## src/rtl/csa_accum_pipe.sv

```systemverilog
// rtl/csa_accum_pipe.sv - parametrised carry-save operand compressor with optional multi-beat accumulation
//
// Purpose: reduces NUM_OPS unsigned WIDTH-bit operands per beat to a carry-save
// sum/carry pair with a 3:2 adder tree (S1). S2 either presents that pair directly
// or accumulates it across a group closed by in_last. Also presents the resolved total.
//
// Ports:
//   clk, rst_n           clock (rising edge), asynchronous active-low reset
//   in_valid/in_ready    input beat handshake
//   in_ops               NUM_OPS packed operands, op i = in_ops[i*WIDTH +: WIDTH]
//   in_last              final beat of an accumulation group
//   mode_acc             1 = accumulate until in_last, 0 = one result per beat
//   out_valid/out_ready  result handshake
//   out_sum/out_carry    carry-save result rows (carry already weight-aligned)
//   out_total            out_sum + out_carry, modulo 2^OUT_W
//   out_beats            beats in the group, saturating at all-ones
//   out_wrap             group beat count exceeded 2^ACC_BITS
module csa_accum_pipe #(
  parameter int WIDTH    = 12,
  parameter int NUM_OPS  = 5,
  parameter int ACC_BITS = 4,
  localparam int OUT_W   = WIDTH + $clog2(NUM_OPS) + ACC_BITS
) (
  input  logic                     clk,
  input  logic                     rst_n,
  input  logic                     in_valid,
  output logic                     in_ready,
  input  logic [NUM_OPS*WIDTH-1:0] in_ops,
  input  logic                     in_last,
  input  logic                     mode_acc,
  output logic                     out_valid,
  input  logic                     out_ready,
  output logic [OUT_W-1:0]         out_sum,
  output logic [OUT_W-1:0]         out_carry,
  output logic [OUT_W-1:0]         out_total,
  output logic [ACC_BITS:0]        out_beats,
  output logic                     out_wrap
);

  localparam int SCR = 3 * NUM_OPS;
  localparam logic [ACC_BITS:0] WRAP_LIM = {1'b1, {ACC_BITS{1'b0}}};

  typedef enum logic {IDLE, ACCUM} state_t;

  logic adv;
  assign adv      = !out_valid || out_ready;
  assign in_ready = adv;

  // ---------------- S1: 3:2 reduction tree ----------------
  // Each level compresses every complete group of three rows into a sum row and a
  // shifted carry row; leftover rows (n mod 3) pass straight through. Group g of a
  // level always lands at output rows 2g/2g+1, so all indices are loop-constant.
  logic [OUT_W-1:0] lvl_rows [SCR];
  logic [OUT_W-1:0] nxt_rows [SCR];
  logic [OUT_W-1:0] ta, tb, tc;
  logic [OUT_W-1:0] tree_sum, tree_carry;
  int               n_rows;

  always_comb begin
    ta = '0;
    tb = '0;
    tc = '0;
    for (int i = 0; i < SCR; i++) begin
      lvl_rows[i] = '0;
      nxt_rows[i] = '0;
    end
    for (int i = 0; i < NUM_OPS; i++) begin
      lvl_rows[i] = OUT_W'(in_ops[i*WIDTH +: WIDTH]);
    end
    n_rows = NUM_OPS;
    for (int lvl = 0; lvl < NUM_OPS; lvl++) begin
      if (n_rows > 2) begin
        for (int i = 0; i < SCR; i++) begin
          nxt_rows[i] = '0;
        end
        for (int g = 0; g < NUM_OPS; g++) begin
          if (3*g + 2 < n_rows) begin
            ta = lvl_rows[3*g];
            tb = lvl_rows[3*g+1];
            tc = lvl_rows[3*g+2];
            nxt_rows[2*g]   = ta ^ tb ^ tc;
            // carry out of the top column is dropped (modulo 2^OUT_W)
            nxt_rows[2*g+1] = ((ta & tb) | (ta & tc) | (tb & tc)) << 1;
          end else if (3*g < n_rows) begin
            nxt_rows[2*g] = lvl_rows[3*g];
            if (3*g + 1 < n_rows) begin
              nxt_rows[2*g+1] = lvl_rows[3*g+1];
            end
          end
        end
        lvl_rows = nxt_rows;
        n_rows   = 2 * (n_rows / 3) + (n_rows % 3);
      end
    end
    tree_sum   = lvl_rows[0];
    tree_carry = lvl_rows[1];
  end

  logic             s1_valid, s1_last, s1_mode;
  logic [OUT_W-1:0] s1_sum, s1_carry;

  always_ff @(posedge clk or negedge rst_n) begin
    if (!rst_n) begin
      s1_valid <= 1'b0;
      s1_last  <= 1'b0;
      s1_mode  <= 1'b0;
      s1_sum   <= '0;
      s1_carry <= '0;
    end else if (adv) begin
      s1_valid <= in_valid;
      s1_last  <= in_last;
      s1_mode  <= mode_acc;
      s1_sum   <= tree_sum;
      s1_carry <= tree_carry;
    end
  end

  // ---------------- S2: accumulator and output ----------------
  logic [OUT_W-1:0] acc_sum, acc_carry;
  logic [ACC_BITS:0] acc_cnt;
  state_t           state, next_state;

  // 4:2 merge of the accumulator pair with the incoming S1 pair (two 3:2 stages)
  logic [OUT_W-1:0] m_s, m_c, mrg_sum, mrg_carry;
  assign m_s       = acc_sum ^ acc_carry ^ s1_sum;
  assign m_c       = ((acc_sum & acc_carry) | (acc_sum & s1_sum) | (acc_carry & s1_sum)) << 1;
  assign mrg_sum   = m_s ^ m_c ^ s1_carry;
  assign mrg_carry = ((m_s & m_c) | (m_s & s1_carry) | (m_c & s1_carry)) << 1;

  logic              fire;
  logic              load_out, store_acc, clr_acc, sel_merge;
  logic [OUT_W-1:0]  res_sum, res_carry;
  logic [ACC_BITS:0] grp_cnt;
  logic              grp_wrap;

  assign fire = adv && s1_valid;

  always_ff @(posedge clk or negedge rst_n) begin
    if (!rst_n) begin
      state <= IDLE;
    end else begin
      state <= next_state;
    end
  end

  always_comb begin
    next_state = state;
    if (fire) begin
      case (state)
        IDLE:    if (s1_mode && !s1_last) next_state = ACCUM;
        ACCUM:   if (s1_last) next_state = IDLE;
        default: next_state = IDLE;
      endcase
    end
  end

  // mode is only looked at in IDLE, so mid-group mode changes have no effect
  always_comb begin
    load_out  = 1'b0;
    store_acc = 1'b0;
    clr_acc   = 1'b0;
    sel_merge = 1'b0;
    if (fire) begin
      if (state == ACCUM) begin
        sel_merge = 1'b1;
        load_out  = s1_last;
        clr_acc   = s1_last;
        store_acc = !s1_last;
      end else begin
        load_out  = !s1_mode || s1_last;
        store_acc = s1_mode && !s1_last;
      end
    end
  end

  assign res_sum   = sel_merge ? mrg_sum : s1_sum;
  assign res_carry = sel_merge ? mrg_carry : s1_carry;
  assign grp_cnt   = (state == ACCUM) ? ((acc_cnt == '1) ? acc_cnt : acc_cnt + 1'b1)
                                      : (ACC_BITS+1)'(1);
  assign grp_wrap  = grp_cnt > WRAP_LIM;

  always_ff @(posedge clk or negedge rst_n) begin
    if (!rst_n) begin
      acc_sum   <= '0;
      acc_carry <= '0;
      acc_cnt   <= '0;
    end else if (store_acc) begin
      acc_sum   <= res_sum;
      acc_carry <= res_carry;
      acc_cnt   <= grp_cnt;
    end else if (clr_acc) begin
      acc_sum   <= '0;
      acc_carry <= '0;
      acc_cnt   <= '0;
    end
  end

  always_ff @(posedge clk or negedge rst_n) begin
    if (!rst_n) begin
      out_valid <= 1'b0;
      out_sum   <= '0;
      out_carry <= '0;
      out_beats <= '0;
      out_wrap  <= 1'b0;
    end else if (adv) begin
      // adv means the current result (if any) is gone this edge
      out_valid <= load_out;
      if (load_out) begin
        out_sum   <= res_sum;
        out_carry <= res_carry;
        out_beats <= grp_cnt;
        out_wrap  <= grp_wrap;
      end
    end
  end

  assign out_total = out_sum + out_carry;

endmodule

```

## config.mk

```make
export PLATFORM = sky130hd
export DESIGN_NAME = csa_accum_pipe
export DESIGN_NICKNAME = d
export VERILOG_FILES = /design/src/rtl/csa_accum_pipe.sv
export SDC_FILE = /design/constraint.sdc
export NUM_CORES = 1
export LEC_CHECK = 0
export ABC_AREA = 1
export CELL_PAD_IN_SITES_DETAIL_PLACEMENT = 2
export CELL_PAD_IN_SITES_GLOBAL_PLACEMENT = 2
export CORE_MARGIN = 3
export CORE_UTILIZATION = 29
export CTS_CLUSTER_SIZE = 28
export DETAILED_ROUTE_END_ITERATION = 7
export MAX_ROUTING_LAYER = met4
export PLACE_DENSITY = 0.81
export SLEW_MARGIN = 20
export SYNTH_ARGS = -nofsm -noshare
export SYNTH_HDL_FRONTEND = slang
export SYNTH_SLANG_ARGS = --single-unit
```

## constraint.sdc

```tcl
create_clock -name clk -period 1.87 [get_ports clk]
set_clock_uncertainty 0.15 [all_clocks]
set_input_delay 0.2805 -clock clk [delete_from_list [all_inputs] [get_ports clk]]
set_output_delay 0.2805 -clock clk [all_outputs]
set_load 0.01 [all_outputs]
```

==> results of run 1 <==
[per-layer routing]
metal / vias to the layer above / wire, um / share of wire
met2: 233 / 18700 / 0.54
met1: 3608 / 13600 / 0.39
met5: - / 0 / 0
li1: 3054 / - / -
met4: 0 / 974 / 0.028
met3: 62 / 1380 / 0.040
[cell usage after synthesis, drive strengths merged]
library cell,number
dfrtp,116
xnor2,4
nand3,21
inv,136
conb,1
nand4,1
fa,60
o22ai,41
and2,2
buf,18
xor2,7
a21o,2
nor3,3
nand2,224
clkbuf,13
a21oi,19
nor2,17
o21bai,1
o21ai,91
ha,31
[worst max-delay path, delay by kind of cell (launching register included)]
kind                     cells  cell delay, ns
adder cells (fa/ha/maj)      2            0.55
buffers and inverters        2            0.13
flip-flops                   1            0.41
AO/OA/AOI/OAI                1            0.24
AND/OR/NAND/NOR              6            0.53
[metrics by stage]
step	hold slack, ns	instances	power, W	area, um2	setup TNS [ns]
floorplan	-0.165	808	0.00902	7290	-5.44
global placement	-0.00776	1343	0.0138	9720	-38.57
detailed placement	-0.00563	1343	0.0146	9720	-45.39
CTS	0.0854	1384	0.0199	10900	-16.63
global route	0.105	1401	0.0237	11500	-22.68
finish	0.0939	1401	0.0225	11500	-18.79
[layout make-up]
cell class,instances,share of cell area
clock buffers,22,0.0412
clock inverters,10,0.0133
inverters,136,0.0453
multi-input cells,525,0.411
flip-flops and latches,116,0.253
well taps,324,0.0352
repair buffers,268,0.201
[cells in the final DEF (no fill, tap or decap), types with 4 or more instances in the layout]
master	n
nand2_1	155
buf_4	124
inv_1	112
dfrtp_1	112
nand2_2	59
fa_2	38
clkdlybuf4s50_1	38
dlygate4sd2_1	32
buf_2	30
o21ai_1	28
buf_6	28
o21ai_4	24
o21ai_2	24
inv_2	22
o22ai_2	22
fa_1	22
o22ai_1	19
ha_1	19
clkbuf_16	18
nand3_1	15
o21ai_0	15
ha_4	12
nand2_4	10
a21oi_1	9
nor2_1	9
a21oi_2	7
buf_12	7
xor2_2	5
nor2_2	5
clkinv_2	5
nand3_2	4
dfrtp_2	4
bufinv_16	4
[worst paths after layout]
path,start,end,slack [ns]
worst max register to register,s1_sum[2],acc_sum[2],-0.34
worst min register to register,out_beats[4],out_beats[4],0.34
min in group clk,in_valid,s1_valid,0.28
worst min-delay path,rst_n,acc_cnt[1],0.09
worst max-delay path,out_sum[1],out_total[15],-0.85
max in group asynchronous,rst_n,out_carry[2],0.73
[sequential cells by signal, summed over array words and instances (netlist names)]
register and count:
acc_carry 18, acc_sum 19, s1_carry 13, out_carry 18
s1_mode 1, state 1, out_valid 1, s1_valid 1
s1_last 1, out_sum 19, out_wrap 1, s1_sum 13
acc_cnt 5, out_beats 5
[power breakdown]
part           switching, W  leakage (nW)  internal, W
Combinational       0.00792          3.74      0.00659
Clock               0.00127         0.310      0.00232
Sequential          0.00104          1.48      0.00339
[repair_timing]
item,4_1_cts,5_1_grt
pin swaps,94,62
hold buffers,1,0
setup buffers,20,18
endpoints found under the setup margin,124,111
gates cloned,0,1
gates resized for setup,444,121
endpoints found under the hold margin,116,0
[cells by family after synthesis]
group / synth area share
and+or+nand+nor: 0.148
other: 0.000520
adders and majority gates: 0.220
buffers and inverters: 0.0983
AOI/OAI and AO/OA: 0.117
xor gates and xnor gates: 0.0134
DFF: 0.402
==> results.ini, run 1 <==
[worst_setup_path]
path_class=flip-flop to output pin
start_kind=flip-flop
worstSetupEndpointType=output pin
slowest_delay_ns=0.41
arrival_ns=2.29
worstPathMaxFanout=3
reg2reg_depth=6
crit_required_ns=1.44
crit_slowest_cell=dfrtp_1
path_cells=ha_4 -> inv_2 -> fa_2 -> o21ai_4 -> nand2_1 -> nand2_2 -> nand2_2 -> nand2_1 -> nand2_1 -> nand2_2 -> buf_6

[floorplanning]
design.die.area_um2=26800
die-height_um=164
start_util=0.296
core-area_um2=24400
ios=131
die_w_um=164
rows=57

[global_routing]
use_met3=0.0393
grt_pass1_wl_um=47100
grt_pass1_vias=8064
grtUsageMet2=0.427
antenna_found_initial=0
globalRoute.totalOverflow=0
grt_use_met1=0.271
grt_max_degree=75
grt_busiest_layer=met2
grt_usage=0.239

[clocking]
cts_tree=done
cts.path.max_buffers=2
clk_latency_ns=0.43
root_buffer=clkbuf_16
clock_sinks=116
clk_pin_slew_ns=0.06
htreeDepth=4
numCtsBuffers=17

[drt]
drtIter0Drc=345
wl_per_cell_um=24.7
drt-total-wl_um=34700
vias_per_cell=4.97
remaining_drc_errors=0
dr_total_vias=6957
ant_nets=0
first_pass_iters=4

[yosys]
synth_top_area_frac=0.402
syn_nets=965
yosysTopAreaCell=dfrtp_1
netlist_area_um2=7210
syn_area_per_cell_um2=8.93
yosysSeqAreaShare=0.402
ys_seq_elements=116
ys_types=31
synthCells=808
synth.area.top_cells=dfrtp_1 (40%), fa_1 (17%), nand2_1 (12%)
yosysWarnings=0

[finish]
fillCellCount=2502
num-nets-final=1221
utilization=0.472
syn2layout_area_growth_pct=59.4
drive_gt1_frac=0.439
regArea_um2=2910
multiInputGateArea_um2=4730
antenna_cells=0

[sta]
post-route-period-util=1.46
setup_violations=66
layout_min_cycle_time_ns=2.72
drv_slew=0
finalHoldViolations=0
final.setup.worst_slack_ns=-0.853
max_freq_mhz=367
grt_setup_unrepaired=true

[place]
place_ws_ns=-0.976
io_buffers=129
place_congestion=0.814
hpwl_um=19300

[run]
drv_cap=0

[hold_path]
hp-class=input port to async pin

[power_and_ir_drop]
cellPowerDensity_nw_per_um2=1960
ir_drop_mv=0.768
leakagePower_nw=5.52

[outcome]
violations=setup timing
status=finished with violations

Note: power is estimated with default switching activity, not from simulation.
==> run 2, diff against run 1 <==
--- a/config.mk
+++ b/config.mk
@@ -6,14 +6,16 @@
 export NUM_CORES = 1
 export LEC_CHECK = 0
 export ABC_AREA = 1
+export CAP_MARGIN = 20
 export CELL_PAD_IN_SITES_DETAIL_PLACEMENT = 2
 export CELL_PAD_IN_SITES_GLOBAL_PLACEMENT = 2
 export CORE_MARGIN = 3
-export CORE_UTILIZATION = 29
+export CORE_UTILIZATION = 30
+export CTS_BUF_LIST = sky130_fd_sc_hd__clkbuf_4
 export CTS_CLUSTER_SIZE = 28
 export DETAILED_ROUTE_END_ITERATION = 7
 export MAX_ROUTING_LAYER = met4
-export PLACE_DENSITY = 0.81
+export PLACE_DENSITY = 0.83
 export SLEW_MARGIN = 20
 export SYNTH_ARGS = -nofsm -noshare
 export SYNTH_HDL_FRONTEND = slang
==> run 2 against run 1 <==
  * The flow still finishes with violations (setup timing)
  * Combinational power grew 13%
  * Register-to-register slack lost 0.08 ns
  * Largest power group unchanged
  * Final area grew 3.6%
  * Critical endpoint is now out_total[9]
  * Largest cell class unchanged
  * Core utilization grew 3.5 points
==> results.ini, run 2 (synthesized netlist as in run 1, its figures left out) <==
[power_and_ir_drop]
p_int_w=0.0119  ; -3.5%
power.total_w=0.0234  ; +3.9%
switching_share=0.493  ; +0.0389
cellPowerDensity_nw_per_um2=1960  ; +0.30%
power_frac_comb=0.702  ; +0.058
switching_power_w=0.0115  ; +13%
leakagePower_nw=5.68  ; +2.8%
seqPwrFrac=0.193  ; -0.004
ir_drop_mv=0.701  ; -8.7%
clkPwrFrac=0.105  ; -0.055

[sta]
relSlewSlack=0.571
setup_tns_ns=-26.94  ; -8.15 ns
final.setup.worst_slack_ns=-1.01  ; -0.155 ns
grt_setup_unrepaired=true
max_freq_mhz=347  ; -5.4%
finalHoldViolations=0  ; unchanged
whs_ns=0.121  ; +0.0275 ns
post-route-period-util=1.54  ; +0.0830
setup_violations=90  ; +36%
worstMarginPinSlew_ns=0.642
drv_slew=0  ; unchanged
layout_min_cycle_time_ns=2.88  ; +0.155 ns

[hold_path]
hp-class=input port to async pin

[floorplanning]
rows=56  ; -1.8%
ios=131  ; unchanged
start_util=0.306  ; +0.0107
die-height_um=161  ; -1.6%
core-area_um2=23500  ; -3.5%
design.die.area_um2=25900  ; -3.2%
die_w_um=161  ; -1.6%

[clocking]
cts.path.max_buffers=2  ; unchanged
root_buffer=clkbuf_4
htreeDepth=4  ; unchanged
clock_sinks=116  ; unchanged
cts_tree=done
clk_pin_slew_ns=0.16  ; +0.10 ns
clk_latency_ns=0.57  ; +0.14 ns
numCtsBuffers=17  ; unchanged

[drt]
drtIter0Drc=455  ; +32%
vias_per_cell=5.21  ; +4.9%
ant_nets=0  ; unchanged
drt-total-wl_um=40800  ; +18%
dr_total_vias=7425  ; +6.7%
first_pass_iters=4  ; unchanged
wl_per_cell_um=28.6  ; +16%
remaining_drc_errors=0  ; unchanged

[worst_setup_path]
path_cells=ha_4 -> buf_4 -> nand2_2 -> o21ai_4 -> nand2_2 -> nand2_4 -> buf_6 -> xor2_2 -> buf_2
crit_buf_inv=3  ; +1
start_kind=flip-flop
arrival_ns=2.45  ; +0.16 ns
crit_required_ns=1.44  ; about the same
slowest_delay_ns=0.50  ; +0.09 ns
crit_family=flip-flops
cpMostUsedCell=nand2_2
path_class=flip-flop to output pin
worstSetupEndpointType=output pin
crit_slowest_cell=dfrtp_2
worstPathMaxFanout=4  ; +1

[finish]
multiInputGateArea_um2=4960  ; +4.9%
postLayoutCellArea_um2=11900  ; +3.6%
num-nets-final=1250  ; +2.4%
most-common-layout-cells=nand2_1 (146), buf_4 (117), dfrtp_1 (110)
drive_gt1_frac=0.479  ; +0.0400
syn2layout_area_growth_pct=65.2
layout_commonest_cell=nand2_1
largestRegisters=acc_sum: 19 flops, out_sum: 19 flops
regArea_um2=2910  ; about the same
fillCellCount=2431  ; -2.8%

[global_routing]
grt_pass1_wl_um=48900  ; +3.8%
grt_pass1_vias=8152  ; +1.1%
grt_max_degree=52  ; -31%
grt_usage=0.252  ; +0.0129
globalRoute.totalOverflow=0  ; unchanged
antenna_found_initial=1  ; +1

[run]
drv_cap=0  ; unchanged

[outcome]
status=finished with violations
violations=setup timing

[place]
place_ws_ns=-0.935  ; +0.0400 ns
place_congestion=0.808  ; -0.71%
io_buffers=129  ; unchanged
hpwl_um=20100  ; +4.2%
dpl_cell_area_um2=9710  ; about the same

-- run 2: cell types whose count changed in the layout (fill, tap and decap cells not counted), sizes merged, moves of 7 or more --
cell,before,now
clkdlybuf4s50,38,28
buf,191,207
clkbuf,25,33
dlygate4sd2,32,24
clkdlybuf4s15,3,18
inv,136,143
-- run 2: worst paths after layout --
kind,start,endpoint,slack (ns),cells past startpoint
max,out_carry[3],out_total[9],-1.01,9
min,rst_n,acc_sum[1],0.12,3
max reg2reg,acc_sum[1],acc_sum[1],-0.42,6
min reg2reg,out_wrap,out_wrap,0.37,2
max in group asynchronous,rst_n,state,0.37,3
min in group clk,mode_acc,s1_mode,0.17,3
-- run 2: stage by stage --
stage,util,cells
2_1_floorplan,-,808
3_5_place_dp,0.412,1338
6_report,0.506,1426
3_3_place_gp,0.412,1338
5_1_grt,0.506,1426
4_1_cts,0.456,1390
-- run 2: worst register-to-register path: cells and delay by family, from the launching register on --
| family | cells | cell delay (ns) |
|---|---|---|
| fa+ha+maj | 2 | 1.20 |
| flops | 1 | 0.48 |
| compound gates | 2 | 0.19 |
| simple gates | 1 | 0.08 |
| buf+inv | 1 | 0.06 |
-- run 2: routing by layer --
layer	vias up	GRT usage	wire (um)
li1	3112	-	-
met1	3880	0.285	15800
met2	310	0.472	21300
met3	123	0.0362	1760
met4	0	0.0567	2020
met5	-	-	0
-- run 2: layout make-up --
| class | instances | area share |
|---|---|---|
| timing repair buffer | 297 | 0.232 |
| inverter | 136 | 0.0449 |
| tap | 319 | 0.0335 |
| clock inverter | 15 | 0.0182 |
| clock buffer | 17 | 0.0107 |
| sequential | 116 | 0.244 |
| multi-input combinational | 525 | 0.416 |
| antenna | 1 | 0.000210 |
-- run 2: power by group through the flow --
stage | combinational [W] | sequential [W] | clock (W)
2_1_floorplan | 0.00487 | 0.00415 | 0
3_3_place_gp | 0.00969 | 0.00403 | 0
3_5_place_dp | 0.0105 | 0.00415 | 0
4_1_cts | 0.0121 | 0.00423 | 0.00233
5_1_grt | 0.0172 | 0.00458 | 0.00259
6_report | 0.0164 | 0.00452 | 0.00246
-- run 2: what timing repair did --
| item | in CTS | in global routing |
|---|---|---|
| pin swaps | 99 | 85 |
| gates cloned | 1 | 6 |
| buffers inserted | 28 | 39 |
| resized for setup | 425 | 251 |
| hold buffers | 2 | 0 |
| endpoints found under the setup margin | 137 | 143 |
| endpoints found under the hold margin | 116 | 0 |
==> run 3, diff against run 2 <==
--- a/config.mk
+++ b/config.mk
@@ -6,6 +6,7 @@
 export NUM_CORES = 1
 export LEC_CHECK = 0
 export ABC_AREA = 1
+export ABC_CLOCK_PERIOD_IN_PS = 1870
 export CAP_MARGIN = 20
 export CELL_PAD_IN_SITES_DETAIL_PLACEMENT = 2
 export CELL_PAD_IN_SITES_GLOBAL_PLACEMENT = 2
==> results of run 3 <==
Final layout, timing and power as in run 2 (identical DEF).
